`config.mk`:
```
export PLATFORM = sky130hd
export DESIGN_NAME = pool_window_gather
export DESIGN_NICKNAME = d
export VERILOG_FILES = /design/src/rtl/pool_pkg.sv /design/src/rtl/pool_lane_stage.sv /design/src/rtl/pool_window_gather.sv
export SDC_FILE = /design/constraint.sdc
export NUM_CORES = 1
export LEC_CHECK = 0
export CAP_MARGIN = 25
export CELL_PAD_IN_SITES_DETAIL_PLACEMENT = 1
export CELL_PAD_IN_SITES_GLOBAL_PLACEMENT = 1
export CORE_ASPECT_RATIO = 2
export CORE_MARGIN = 2
export CORE_UTILIZATION = 35
export CTS_CLUSTER_SIZE = 12
export DETAILED_ROUTE_END_ITERATION = 8
export PLACE_DENSITY_LB_ADDON = 0.15
export SYNTH_ARGS = -nofsm -noshare
export SYNTH_HDL_FRONTEND = slang
export SYNTH_HIERARCHICAL = 1
export SYNTH_SLANG_ARGS = --single-unit
```
`constraint.sdc`:
```
create_clock -name clk_cal -period 6.4 [get_ports clk_cal]
set_input_delay 0.96 -clock clk_cal [delete_from_list [all_inputs] [get_ports clk_cal]]
set_output_delay 0.96 -clock clk_cal [all_outputs]
set_load 0.01 [all_outputs]
```
`src/rtl/pool_pkg.sv`:
```
// Shared constants and helpers for the pooling window gather block.
// Window geometry, lane count, default pad byte, P sanitising.
package pool_pkg;

  localparam int BYTE_W    = 8;
  localparam int WIN_BYTES = 7;
  localparam int WIN_W     = 56;
  localparam int LANES     = 8;

  localparam logic [7:0] PAD_DEFAULT = 8'h80;

  function automatic logic [2:0] p_sanitize(input logic [2:0] p);
    return (p == 3'd0) ? 3'd1 : p;
  endfunction

endpackage

```
`src/rtl/pool_lane_stage.sv`:
```
// One lane: 7-byte staging, pad merge on close, registered window out.
// Ports: clk/rst_n, clr, wr+slot+din write, close+n_fill+en, win_data/win_vld.
module pool_lane_stage
  import pool_pkg::*;
#(
  parameter logic [7:0] PAD_BYTE = PAD_DEFAULT
) (
  input  logic             clk,
  input  logic             rst_n,
  input  logic             clr,
  input  logic             wr,
  input  logic [2:0]       slot,
  input  logic [7:0]       din,
  input  logic             close,
  input  logic [2:0]       n_fill,
  input  logic             en,
  output logic [WIN_W-1:0] win_data,
  output logic             win_vld
);

  logic [WIN_W-1:0] stg_q, stg_d;
  logic [WIN_W-1:0] win_q, win_d;
  logic             vld_q, vld_d;
  logic [WIN_W-1:0] merged;

  always_comb begin
    merged = stg_q;
    if (wr) merged[int'(slot)*BYTE_W +: BYTE_W] = din;
    stg_d = stg_q;
    win_d = win_q;
    vld_d = 1'b0;
    if (clr) begin
      stg_d = '0;
    end else if (wr) begin
      stg_d = merged;
    end
    if (close) begin
      // slots past the collected samples are padded
      for (int i = 0; i < WIN_BYTES; i++) begin
        win_d[i*BYTE_W +: BYTE_W] =
          (3'(i) < n_fill) ? merged[i*BYTE_W +: BYTE_W] : PAD_BYTE;
      end
      vld_d = en;
    end
  end

  always_ff @(posedge clk or negedge rst_n) begin
    if (!rst_n) begin
      stg_q <= '0;
      win_q <= '0;
      vld_q <= 1'b0;
    end else begin
      stg_q <= stg_d;
      win_q <= win_d;
      vld_q <= vld_d;
    end
  end

  assign win_data = win_q;
  assign win_vld  = vld_q;

endmodule

```
`src/rtl/pool_window_gather.sv`:
```
// Gathers per-lane samples into P-sample pooling windows for 8 lanes.
// Ports: clk_cal/rst_cal_n, P, clr, lane_en, in_*, win_data/win_vld/win_cnt.
module pool_window_gather
  import pool_pkg::*;
#(
  parameter logic [7:0] PAD_BYTE = 8'h80,
  parameter int         LANES    = 8
) (
  input  logic                 clk_cal,
  input  logic                 rst_cal_n,
  input  logic [2:0]           P,
  input  logic                 clr,
  input  logic [LANES-1:0]     lane_en,
  input  logic                 in_vld,
  input  logic [LANES*8-1:0]   in_data,
  input  logic                 in_last,
  output logic [LANES*56-1:0]  win_data,
  output logic [LANES-1:0]     win_vld,
  output logic [15:0]          win_cnt
);

  logic [2:0]  cnt_q, cnt_d;
  logic [2:0]  p_lat_q, p_lat_d;
  logic [15:0] win_cnt_q, win_cnt_d;
  logic [2:0]  p_cur;
  logic [2:0]  n_fill;
  logic        wr;
  logic        close;

  always_comb begin
    // a new window latches P on its first sample
    p_cur  = (cnt_q == 3'd0) ? p_sanitize(P) : p_lat_q;
    n_fill = in_vld ? cnt_q + 3'd1 : cnt_q;
    wr     = in_vld & ~clr;
    close  = 1'b0;
    if (!clr) begin
      if (in_vld)
        close = (cnt_q == p_cur - 3'd1) | in_last;
      else
        close = in_last & (cnt_q != 3'd0);
    end
    cnt_d     = cnt_q;
    p_lat_d   = p_lat_q;
    win_cnt_d = win_cnt_q;
    if (clr) begin
      cnt_d     = 3'd0;
      win_cnt_d = 16'd0;
    end else begin
      if (in_vld && cnt_q == 3'd0) p_lat_d = p_cur;
      if (close) begin
        cnt_d     = 3'd0;
        win_cnt_d = win_cnt_q + 16'd1;
      end else if (in_vld) begin
        cnt_d = cnt_q + 3'd1;
      end
    end
  end

  always_ff @(posedge clk_cal or negedge rst_cal_n) begin
    if (!rst_cal_n) begin
      cnt_q     <= 3'd0;
      p_lat_q   <= 3'd1;
      win_cnt_q <= 16'd0;
    end else begin
      cnt_q     <= cnt_d;
      p_lat_q   <= p_lat_d;
      win_cnt_q <= win_cnt_d;
    end
  end

  assign win_cnt = win_cnt_q;

  for (genvar k = 0; k < LANES; k++) begin : g_lane
    pool_lane_stage #(
      .PAD_BYTE(PAD_BYTE)
    ) u_lane (
      .clk     (clk_cal),
      .rst_n   (rst_cal_n),
      .clr     (clr),
      .wr      (wr),
      .slot    (cnt_q),
      .din     (in_data[8*k +: 8]),
      .close   (close),
      .n_fill  (n_fill),
      .en      (lane_en[k]),
      .win_data(win_data[56*k +: 56]),
      .win_vld (win_vld[k])
    );
  end

endmodule

```
==> results of run 1 <==
metal layers:
layer / vias to the layer above / track usage [%] / share of wire, %
met1: 21214 / 31.42 / 42
li1: 18615 / - / -
met2: 889 / 43.69 / 50
met5: - / 0 / 0.016
met4: 4 / 7.148 / 2.5
met3: 220 / 5.233 / 5.6
layout make-up:
type                    count  area (µm²)
diodes                      3       7.507
clock buffers             123        2540
clock inverters            19       215.2
fillers                 14769       76320
inverters                 391        1468
multi-input cells        3060       18840
flip-flops and latches    926       23180
well taps                1710        2140
repair buffers            652        6541
state kept, by name, summed over array words and instances, names as in the netlist:
signal,flops
g_lane.u_lane/win_vld,8
g_lane.u_lane/win_data,448
win_cnt,16
p_lat_q,3
g_lane.u_lane/stg_q,448
cnt_q,3
metrics by stage:
step,util [%],setup slack [ns],std cells,hold slack (ns)
after floorplan,-,1.621,4925,0.4805
after global placement,39.69,1.587,6734,0.4928
after detailed placement,39.71,1.615,6737,0.5000
after CTS,41.81,1.685,6879,0.2576
after global routing,41.85,1.350,6883,0.2821
final,41.85,1.771,6884,0.2225
cells by family after synthesis:
logic type	Yosys count	synth area share, %
flops	926	50.12
buf+inv	939	9.352
fa+ha+maj	28	0.7577
simple gates	1480	17.80
compound gates	1540	21.71
xor+xnor	5	0.09472
mux	7	0.1705
report_power, final:
| part | switching, mW | internal, mW |
|---|---|---|
| combinational | 2.67 | 1.16 |
| sequential | 0.282 | 6.16 |
| clock | 2.46 | 2.85 |
critical path, stage by stage, from the launching register on:
cell and delay (ns):
sky130_fd_sc_hd__dfrtp_4 0.86, sky130_fd_sc_hd__inv_1 0.15, sky130_fd_sc_hd__ha_1 0.30, sky130_fd_sc_hd__nand2b_4 0.11
sky130_fd_sc_hd__mux2i_1 0.30, sky130_fd_sc_hd__ha_1 0.30, sky130_fd_sc_hd__xor2_1 0.15, sky130_fd_sc_hd__o211ai_1 0.10
sky130_fd_sc_hd__a22o_1 0.30, sky130_fd_sc_hd__nor3_2 0.39, sky130_fd_sc_hd__buf_12 0.22, sky130_fd_sc_hd__buf_12 0.27
sky130_fd_sc_hd__buf_4 0.52, sky130_fd_sc_hd__and2_1 0.20, sky130_fd_sc_hd__o311ai_0 0.12, sky130_fd_sc_hd__o221ai_1 0.11
path summary, 6_finish.rpt:
kind / slack (ns) / to / cells past startpoint / from
setup / recovery: 1.77 / g_lane[0].u_lane/win_data[18]$_DFFE_PN0P_ / 15 / cnt_q[0]$_DFF_PN0_
hold / removal: 0.22 / g_lane[5].u_lane/stg_q[38]$_DFFE_PN0P_ / 1 / rst_cal_n
setup reg to reg: 1.77 / g_lane[0].u_lane/win_data[18]$_DFFE_PN0P_ / 15 / cnt_q[0]$_DFF_PN0_
hold reg to reg: 0.51 / g_lane[0].u_lane/win_data[24]$_DFFE_PN0P_ / 2 / g_lane[0].u_lane/win_data[24]$_DFFE_PN0P_
max in group asynchronous: 4.42 / g_lane[7].u_lane/stg_q[10]$_DFFE_PN0P_ / 2 / rst_cal_n
min in group clk_cal: 0.51 / g_lane[0].u_lane/win_data[24]$_DFFE_PN0P_ / 2 / g_lane[0].u_lane/win_data[24]$_DFFE_PN0P_
layout by cell type (no fill, tap or decap), types with 20 or more instances in the layout:
cell	count
sky130_fd_sc_hd__and2_1	30
sky130_fd_sc_hd__nand2_1	297
sky130_fd_sc_hd__clkbuf_16	93
sky130_fd_sc_hd__buf_4	81
sky130_fd_sc_hd__a31oi_1	46
sky130_fd_sc_hd__nand3_1	446
sky130_fd_sc_hd__ha_1	28
sky130_fd_sc_hd__dfrtp_1	922
sky130_fd_sc_hd__nor2b_1	26
sky130_fd_sc_hd__o21ai_0	383
sky130_fd_sc_hd__nor2_1	94
sky130_fd_sc_hd__nor4_1	20
sky130_fd_sc_hd__o311ai_0	27
sky130_fd_sc_hd__a311o_1	20
sky130_fd_sc_hd__a21oi_1	467
sky130_fd_sc_hd__o2111ai_1	63
sky130_fd_sc_hd__o21ai_1	33
sky130_fd_sc_hd__clkbuf_1	20
sky130_fd_sc_hd__clkdlybuf4s50_1	549
sky130_fd_sc_hd__or3_1	40
sky130_fd_sc_hd__and3_1	26
sky130_fd_sc_hd__o31ai_1	44
sky130_fd_sc_hd__inv_1	385
sky130_fd_sc_hd__o221ai_1	360
sky130_fd_sc_hd__nand4_1	360
synth_stat cells (all sizes together), types with 6 or more instances:
master / n
clkbuf: 383
o211a: 8
o31a: 8
a41oi: 10
clkinv: 6
dfrtp: 925
nand4b: 7
o311a: 8
nand4bb: 13
and4b: 8
and4bb: 12
and2: 31
nand3: 446
o2111ai: 63
nand2b: 18
o211ai: 8
nand3b: 10
o21ai: 423
a31oi: 46
or4: 21
nor2: 102
buf: 165
o311ai: 40
nand2: 297
nand4: 360
o31ai: 45
a21o: 8
o21ba: 7
and3b: 10
o21a: 9
and4: 10
and3: 26
nor4: 27
o21bai: 8
nor2b: 27
a21oi: 467
ha: 28
inv: 385
a311o: 20
o221ai: 360
or3: 40
==> summary.json, run 1 <==
{
  "run_status": {"value": "finished, final reports clean"},
  "floorplan.die_area": {"value": 135200, "unit": "µm²"},
  "tritoncts": {"value": "yes"},
  "end_kind": {"value": "flip-flop"},
  "ctsLongestPathBuffers": {"value": 3},
  "clock_sink_count": {"value": 926},
  "fp.dieW": {"value": 261.0, "unit": "µm"},
  "clock_latency": {"value": 0.71, "unit": "ns"},
  "routabilityCongestion": {"value": 0.7817},
  "synth_edf_count": {"value": 0},
  "setup_viol": {"value": 0},
  "design_area": {"value": 54930, "unit": "µm²"},
  "wire_per_inst": {"value": 25.18, "unit": "µm"},
  "power_density": {"value": 283.6, "unit": "nW/µm²"},
  "clock-skew-final": {"value": 0.02827, "unit": "ns"},
  "tns": {"value": 0, "unit": "ns"},
  "placed_area": {"value": 52120, "unit": "µm²"},
  "core_area": {"value": 131300, "unit": "µm²"},
  "synth_flop_cell": {"value": "sky130_fd_sc_hd__dfrtp_1"},
  "fmax": {"value": 216.0, "unit": "MHz"},
  "post-cts-setup-buffer-count": {"value": 0},
  "routed_via_density": {"value": 5.947},
  "clock_tree.htree_level_count": {"value": 3},
  "drt_first_pass_iters": {"value": 5},
  "timing.slew.headroom": {"value": 17.14, "unit": "%"},
  "final.min_clock_period": {"value": 4.629, "unit": "ns"},
  "drc_marker_count_from_the_first_detailed_route_iteration": {"value": 2653},
  "grt_setup_unrepaired": {"value": "no"},
  "critical_path_class": {"value": "flip-flop to flip-flop"},
  "cap_violations": {"value": 0},
  "synth_area_leader_cell": {"value": "sky130_fd_sc_hd__dfrtp_1"},
  "holdBufCountCts": {"value": 0},
  "core.rowCount": {"value": 188},
  "routed_wirelength": {"value": 173.3, "unit": "mm"},
  "cts_root_buf": {"value": "sky130_fd_sc_hd__clkbuf_16"},
  "timing.critical_path.required": {"value": 6.99, "unit": "ns"},
  "worstPathMaxFanout": {"value": 67},
  "synth_seq_cells": {"value": 926},
  "count_of_port_buffers_added_during_placement": {"value": 551},
  "slew_violations": {"value": 0},
  "synth_nets": {"value": 5033},
  "floorplan.io_pins": {"value": 552},
  "grt_start_max_net_pins": {"value": 164},
  "ir_drop": {"value": 0.0002219, "unit": "V"},
  "number_of_instances_in_the_synthesized_netlist": {"value": 4925},
  "syn-mean-instance-area": {"value": 9.389, "unit": "µm²"},
  "worst_setup_hold_path_clk_slew": {"value": 0.06, "unit": "ns"},
  "p_leak": {"value": 20.60, "unit": "nW"},
  "starting_density_of_the_core": {"value": 35.23, "unit": "%"},
  "async_reset_ff_share": {"value": 100.0, "unit": "%"},
  "cts-resized-gates": {"value": 0},
  "post-dp-hpwl": {"value": 110.2, "unit": "mm"},
  "detail_route.drc_violations": {"value": 0},
  "crit_path_start_kind": {"value": "flip-flop"},
  "fin_total_pwr": {"value": 15.58, "unit": "mW"},
  "crit_arrival": {"value": 5.22, "unit": "ns"},
  "timing.final.crit_share": {"value": 72.32, "unit": "%"},
  "antenna_found_initial": {"value": 4},
  "grt-ovfl-total": {"value": 0},
  "cts_buffers": {"value": 93},
  "worstMarginPinSlew": {"value": 1.243, "unit": "ns"},
  "syn_area": {"value": 46240, "unit": "µm²"},
  "die_h": {"value": 518.0, "unit": "µm"},
  "antenna_violating_nets_post_route": {"value": 0},
  "grt.total_usage": {"value": 25.21, "unit": "%"},
  "ys_top_cells_by_area": {"value": "sky130_fd_sc_hd__dfrtp_1 50%, sky130_fd_sc_hd__o221ai_1 6.8%, sky130_fd_sc_hd__a21oi_1 5.1%, sky130_fd_sc_hd__nand4_1 4.9%, sky130_fd_sc_hd__nand3_1 4.8%"},
  "report.final.hold_viol_count": {"value": 0},
  "synth_top_cell_area_share": {"value": 50.06, "unit": "%"},
  "vias_in_the_first_global_route": {"value": 42776},
  "synth-seq-area-share": {"value": 50.12, "unit": "%"},
  "design.final.nets": {"value": 5232},
  "vias": {"value": 40942},
  "post_route_cells_drive_above_1_share": {"value": 5.956, "unit": "%"},
  "synthesis.yosys.warnings": {"value": 6},
  "grt_first_pass_wirelength": {"value": 268.1, "unit": "mm"},
  "post_synth_num_cell_types": {"value": 77},
  "syn_to_final_growth": {"value": 18.80, "unit": "%"},
  "min_path_type": {"value": "input port to asynchronous set/reset pin"}
}
Power figures use the tool's default switching activity.
==> inputs of run 2 (changes only) <==
- clock period: 6.4 -> 4.45 ns (I/O delays scaled with it)
==> run 2 against run 1 <==
Worst setup slack worse by 1.5 ns. Cell count rose by 1.2%. The run now ends with hold timing left. First-iteration DRC count down 10%. Worst hold slack worse by 0.25 ns.
==> summary.json, run 2 (same netlist as run 1, synthesis figures left out) <==
{
  "run_status": {"value": "complete, but fails checks", "change": "was finished, final reports clean"},
  "violations": {"value": "hold timing"},
  "routabilityCongestion": {"value": 0.7966, "change": "was 0.7817"},
  "worst_path_max_delay_cell": {"value": "sky130_fd_sc_hd__o211a_1", "change": "was sky130_fd_sc_hd__dfrtp_4"},
  "routed_wirelength": {"value": 176.3, "unit": "mm", "change": "was 173.3 mm"},
  "drc_marker_count_from_the_first_detailed_route_iteration": {"value": 2382, "change": "was 2653"},
  "die_h": {"value": 518.0, "unit": "µm", "change": "unchanged"},
  "cts_buffers": {"value": 94, "change": "was 93"},
  "power_density": {"value": 408.5, "unit": "nW/µm²", "change": "was 283.6 nW/µm²"},
  "grt_start_max_net_pins": {"value": 176, "change": "was 164"},
  "r2r_slack": {"value": 0.30, "unit": "ns", "change": "was 1.77 ns"},
  "post-dp-hpwl": {"value": 114.5, "unit": "mm", "change": "was 110.2 mm"},
  "cts_root_buf": {"value": "sky130_fd_sc_hd__clkbuf_16", "change": "unchanged"},
  "syn_to_final_growth": {"value": 20.52, "unit": "%", "change": "was 18.80%"},
  "reg2reg_depth": {"value": 15, "change": "unchanged"},
  "antenna_found_initial": {"value": 6, "change": "was 4"},
  "floorplan.io_pins": {"value": 552, "change": "unchanged"},
  "count_of_port_buffers_added_during_placement": {"value": 551, "change": "unchanged"},
  "global_route.usage.met1": {"value": 31.81, "unit": "%", "change": "was 31.42%"},
  "layout.cells.most_common": {"value": "sky130_fd_sc_hd__dfrtp_1", "change": "unchanged"},
  "floorplan.die_area": {"value": 135200, "unit": "µm²", "change": "unchanged"},
  "report.final.hold_viol_count": {"value": 9, "change": "was 0"},
  "crit_arrival": {"value": 4.75, "unit": "ns", "change": "was 5.22 ns"},
  "p_leak": {"value": 21.06, "unit": "nW", "change": "was 20.60 nW"},
  "timing.critical_path.required": {"value": 5.05, "unit": "ns", "change": "was 6.99 ns"},
  "worstMarginPinSlew": {"value": 1.064, "unit": "ns", "change": "was 1.243 ns"},
  "post_route_cells_drive_above_1_share": {"value": 7.269, "unit": "%", "change": "was 5.956%"},
  "grt_first_pass_wirelength": {"value": 273.8, "unit": "mm", "change": "was 268.1 mm"},
  "crit_path_start_kind": {"value": "flip-flop", "change": "unchanged"},
  "core_area": {"value": 131300, "unit": "µm²", "change": "unchanged"},
  "starting_density_of_the_core": {"value": 35.23, "unit": "%", "change": "unchanged"},
  "worstReg2RegEnd": {"value": "g_lane[4].u_lane/win_data[37]$_DFFE_PN0P_", "change": "was g_lane[0].u_lane/win_data[18]$_DFFE_PN0P_"},
  "core.rowCount": {"value": 188, "change": "unchanged"},
  "grt-ovfl-total": {"value": 0, "change": "unchanged"},
  "top_usage_layer": {"value": "met2", "change": "unchanged"},
  "critical_path_class": {"value": "flip-flop to flip-flop", "change": "unchanged"},
  "post-cts-setup-buffer-count": {"value": 0, "change": "unchanged"},
  "wire_per_inst": {"value": 25.30, "unit": "µm", "change": "was 25.18 µm"},
  "clock_latency": {"value": 0.70, "unit": "ns", "change": "was 0.71 ns"},
  "fp.dieW": {"value": 261.0, "unit": "µm", "change": "unchanged"},
  "ctsLongestPathBuffers": {"value": 3, "change": "unchanged"},
  "delay_of_the_slowest_cell_on_the_worst_path": {"value": 0.49, "unit": "ns", "change": "was 0.86 ns"},
  "worst_setup_hold_path_clk_slew": {"value": 0.06, "unit": "ns", "change": "about the same"},
  "timing.final.crit_share": {"value": 93.32, "unit": "%", "change": "was 72.32%"},
  "vias": {"value": 41395, "change": "was 40.94k"},
  "clock_tree.htree_level_count": {"value": 3, "change": "unchanged"},
  "antenna_violating_nets_post_route": {"value": 0, "change": "unchanged"},
  "clock-skew-final": {"value": 0.02539, "unit": "ns", "change": "was 0.02827 ns"},
  "final.min_clock_period": {"value": 4.153, "unit": "ns", "change": "was 4.629 ns"},
  "ir_drop": {"value": 0.0002884, "unit": "V", "change": "was 0.0002219 V"},
  "detail_route.drc_violations": {"value": 0, "change": "unchanged"},
  "routed_via_density": {"value": 5.940, "change": "was 5.947"},
  "ff_latch_area": {"value": 23180, "unit": "µm²", "change": "unchanged"},
  "grt_setup_unrepaired": {"value": "no", "change": "unchanged"},
  "timing.slew.headroom": {"value": 28.87, "unit": "%", "change": "was 17.14%"},
  "design.final.nets": {"value": 5301, "change": "was 5232"},
  "setup_viol": {"value": 0, "change": "unchanged"},
  "tritoncts": {"value": "yes", "change": "unchanged"},
  "most-common-layout-cells": {"value": "922 x sky130_fd_sc_hd__dfrtp_1, 549 x sky130_fd_sc_hd__clkdlybuf4s50_1, 467 x sky130_fd_sc_hd__a21oi_1, 446 x sky130_fd_sc_hd__nand3_1, 385 x sky130_fd_sc_hd__inv_1", "change": "unchanged"},
  "drt_first_pass_iters": {"value": 5, "change": "unchanged"},
  "final.hold.worst_slack": {"value": -0.03033, "unit": "ns", "change": "was 0.2225 ns"},
  "global_route.usage.met3": {"value": 4.925, "unit": "%", "change": "was 5.233%"},
  "nFillCells": {"value": 14852, "change": "was 14.77k"},
  "min_path_type": {"value": "input port to asynchronous set/reset pin", "change": "unchanged"},
  "clock_sink_count": {"value": 926, "change": "unchanged"},
  "vias_in_the_first_global_route": {"value": 43837, "change": "was 42.78k"},
  "critical_path.cell_chain": {"value": "inv_1 -> ha_1 -> nand2b_4 -> mux2i_1 -> ha_1 -> xor2_1 -> o211ai_1 -> a22o_1 -> nor3_2 -> buf_4 -> buf_12 -> buf_4 -> o211a_1 -> nand4_1 -> o221ai_1", "change": "was inv_1 -> ha_1 -> nand2b_4 -> mux2i_1 -> ha_1 -> xor2_1 -> o211ai_1 -> a22o_1 -> nor3_2 -> buf_12 -> buf_12 -> buf_4 -> and2_1 -> o311ai_0 -> o221ai_1"},
  "end_kind": {"value": "flip-flop", "change": "unchanged"},
  "slew_violations": {"value": 0, "change": "unchanged"},
  "multiInputGateArea": {"value": 18840, "unit": "µm²", "change": "about the same"},
  "worstPathMaxFanout": {"value": 35, "change": "was 67"},
  "placed_area": {"value": 52750, "unit": "µm²", "change": "was 52120 µm²"},
  "design_area": {"value": 55730, "unit": "µm²", "change": "was 54930 µm²"},
  "cap_violations": {"value": 0, "change": "unchanged"},
  "grt.total_usage": {"value": 25.73, "unit": "%", "change": "was 25.21%"},
  "worstReg2RegStart": {"value": "cnt_q[1]$_DFF_PN0_", "change": "was cnt_q[0]$_DFF_PN0_"},
  "fmax": {"value": 240.8, "unit": "MHz", "change": "was 216.0 MHz"},
  "globalRouteMet2Util": {"value": 44.84, "unit": "%", "change": "was 43.69%"}
}
[run 2: changes by cell type in the layout (fill, tap and decap cells not counted), sizes merged]
| cell | previous run | this run |
|---|---|---|
| buf | 103 | 171 |
| bufinv | 2 | 1 |
| diode | 3 | 4 |
| inv | 390 | 389 |
| clkinv | 17 | 14 |
| clkbuf | 123 | 144 |
[run 2: worst max-delay path, delay by kind of cell, from the launching register on]
family          cells  cell delay (ns)
simple gates        3             0.59
buf+inv             4             0.78
mux                 1             0.32
fa+ha+maj           2             0.66
xor+xnor            1             0.17
flops               1             0.47
compound gates      4             1.03
[run 2: repair_timing]
action / CTS / global route
endpoints found under the setup margin: 0 / 5
gates resized for setup: 0 / 3
hold buffers: 0 / 0
endpoints found under the hold margin: 0 / 0
[run 2: metal layers]
layer / share of wire [%] / vias to the layer above
li1: - / 18764
met1: 41 / 21365
met2: 50 / 1002
met3: 5.4 / 258
met4: 2.9 / 6
met5: 0.025 / -
[run 2: power breakdown]
part	internal (mW)	switching [mW]
Sequential	8.86	0.341
Combinational	1.76	3.95
Clock	4.29	3.56
Total	14.9	7.86
[run 2: metrics by stage]
stage | total power, mW | cells | utilization, % | setup TNS [ns] | worst slack [ns]
2_1_floorplan | 12.53 | 4925 | - | 0 | 0.09254
3_3_place_gp | 15.01 | 6804 | 40.18 | 0 | 0.06544
3_5_place_dp | 15.07 | 6805 | 40.19 | -0.004003 | -0.004003
4_1_cts | 23.05 | 6963 | 42.40 | 0 | 0.1924
5_1_grt | 23.78 | 6968 | 42.46 | 0 | 0.01108
6_report | 22.77 | 6969 | 42.46 | 0 | 0.2973
[run 2: cell type report]
cell class              count  area share, %
multi-input cells        3060          33.81
clock buffers             144          4.919
flip-flops and latches    926          41.60
clock inverters            14         0.2829
diodes                      4        0.01796
inverters                 391          2.634
repair buffers            720          12.90
well taps                1710          3.839
[run 2: how the worst max path moves through the flow]
| stage | from | endpoint | slack [ns] | cells after the start |
|---|---|---|---|---|
| 2_1_floorplan | cnt_q[1]$_DFF_PN0_ | g_lane[4].u_lane/win_data[24]$_DFFE_PN0P_ | 0.09 | 16 |
| 3_3_place_gp | P[2] | g_lane[4].u_lane/win_data[37]$_DFFE_PN0P_ | 0.07 | 14 |
| 3_5_place_dp | P[2] | g_lane[4].u_lane/win_data[34]$_DFFE_PN0P_ | -0.004 | 14 |
| 4_1_cts | cnt_q[1]$_DFF_PN0_ | g_lane[4].u_lane/win_data[34]$_DFFE_PN0P_ | 0.19 | 15 |
| 5_1_grt | cnt_q[1]$_DFF_PN0_ | g_lane[4].u_lane/win_data[37]$_DFFE_PN0P_ | 0.01 | 15 |
| 6_report | cnt_q[1]$_DFF_PN0_ | g_lane[4].u_lane/win_data[37]$_DFFE_PN0P_ | 0.30 | 15 |
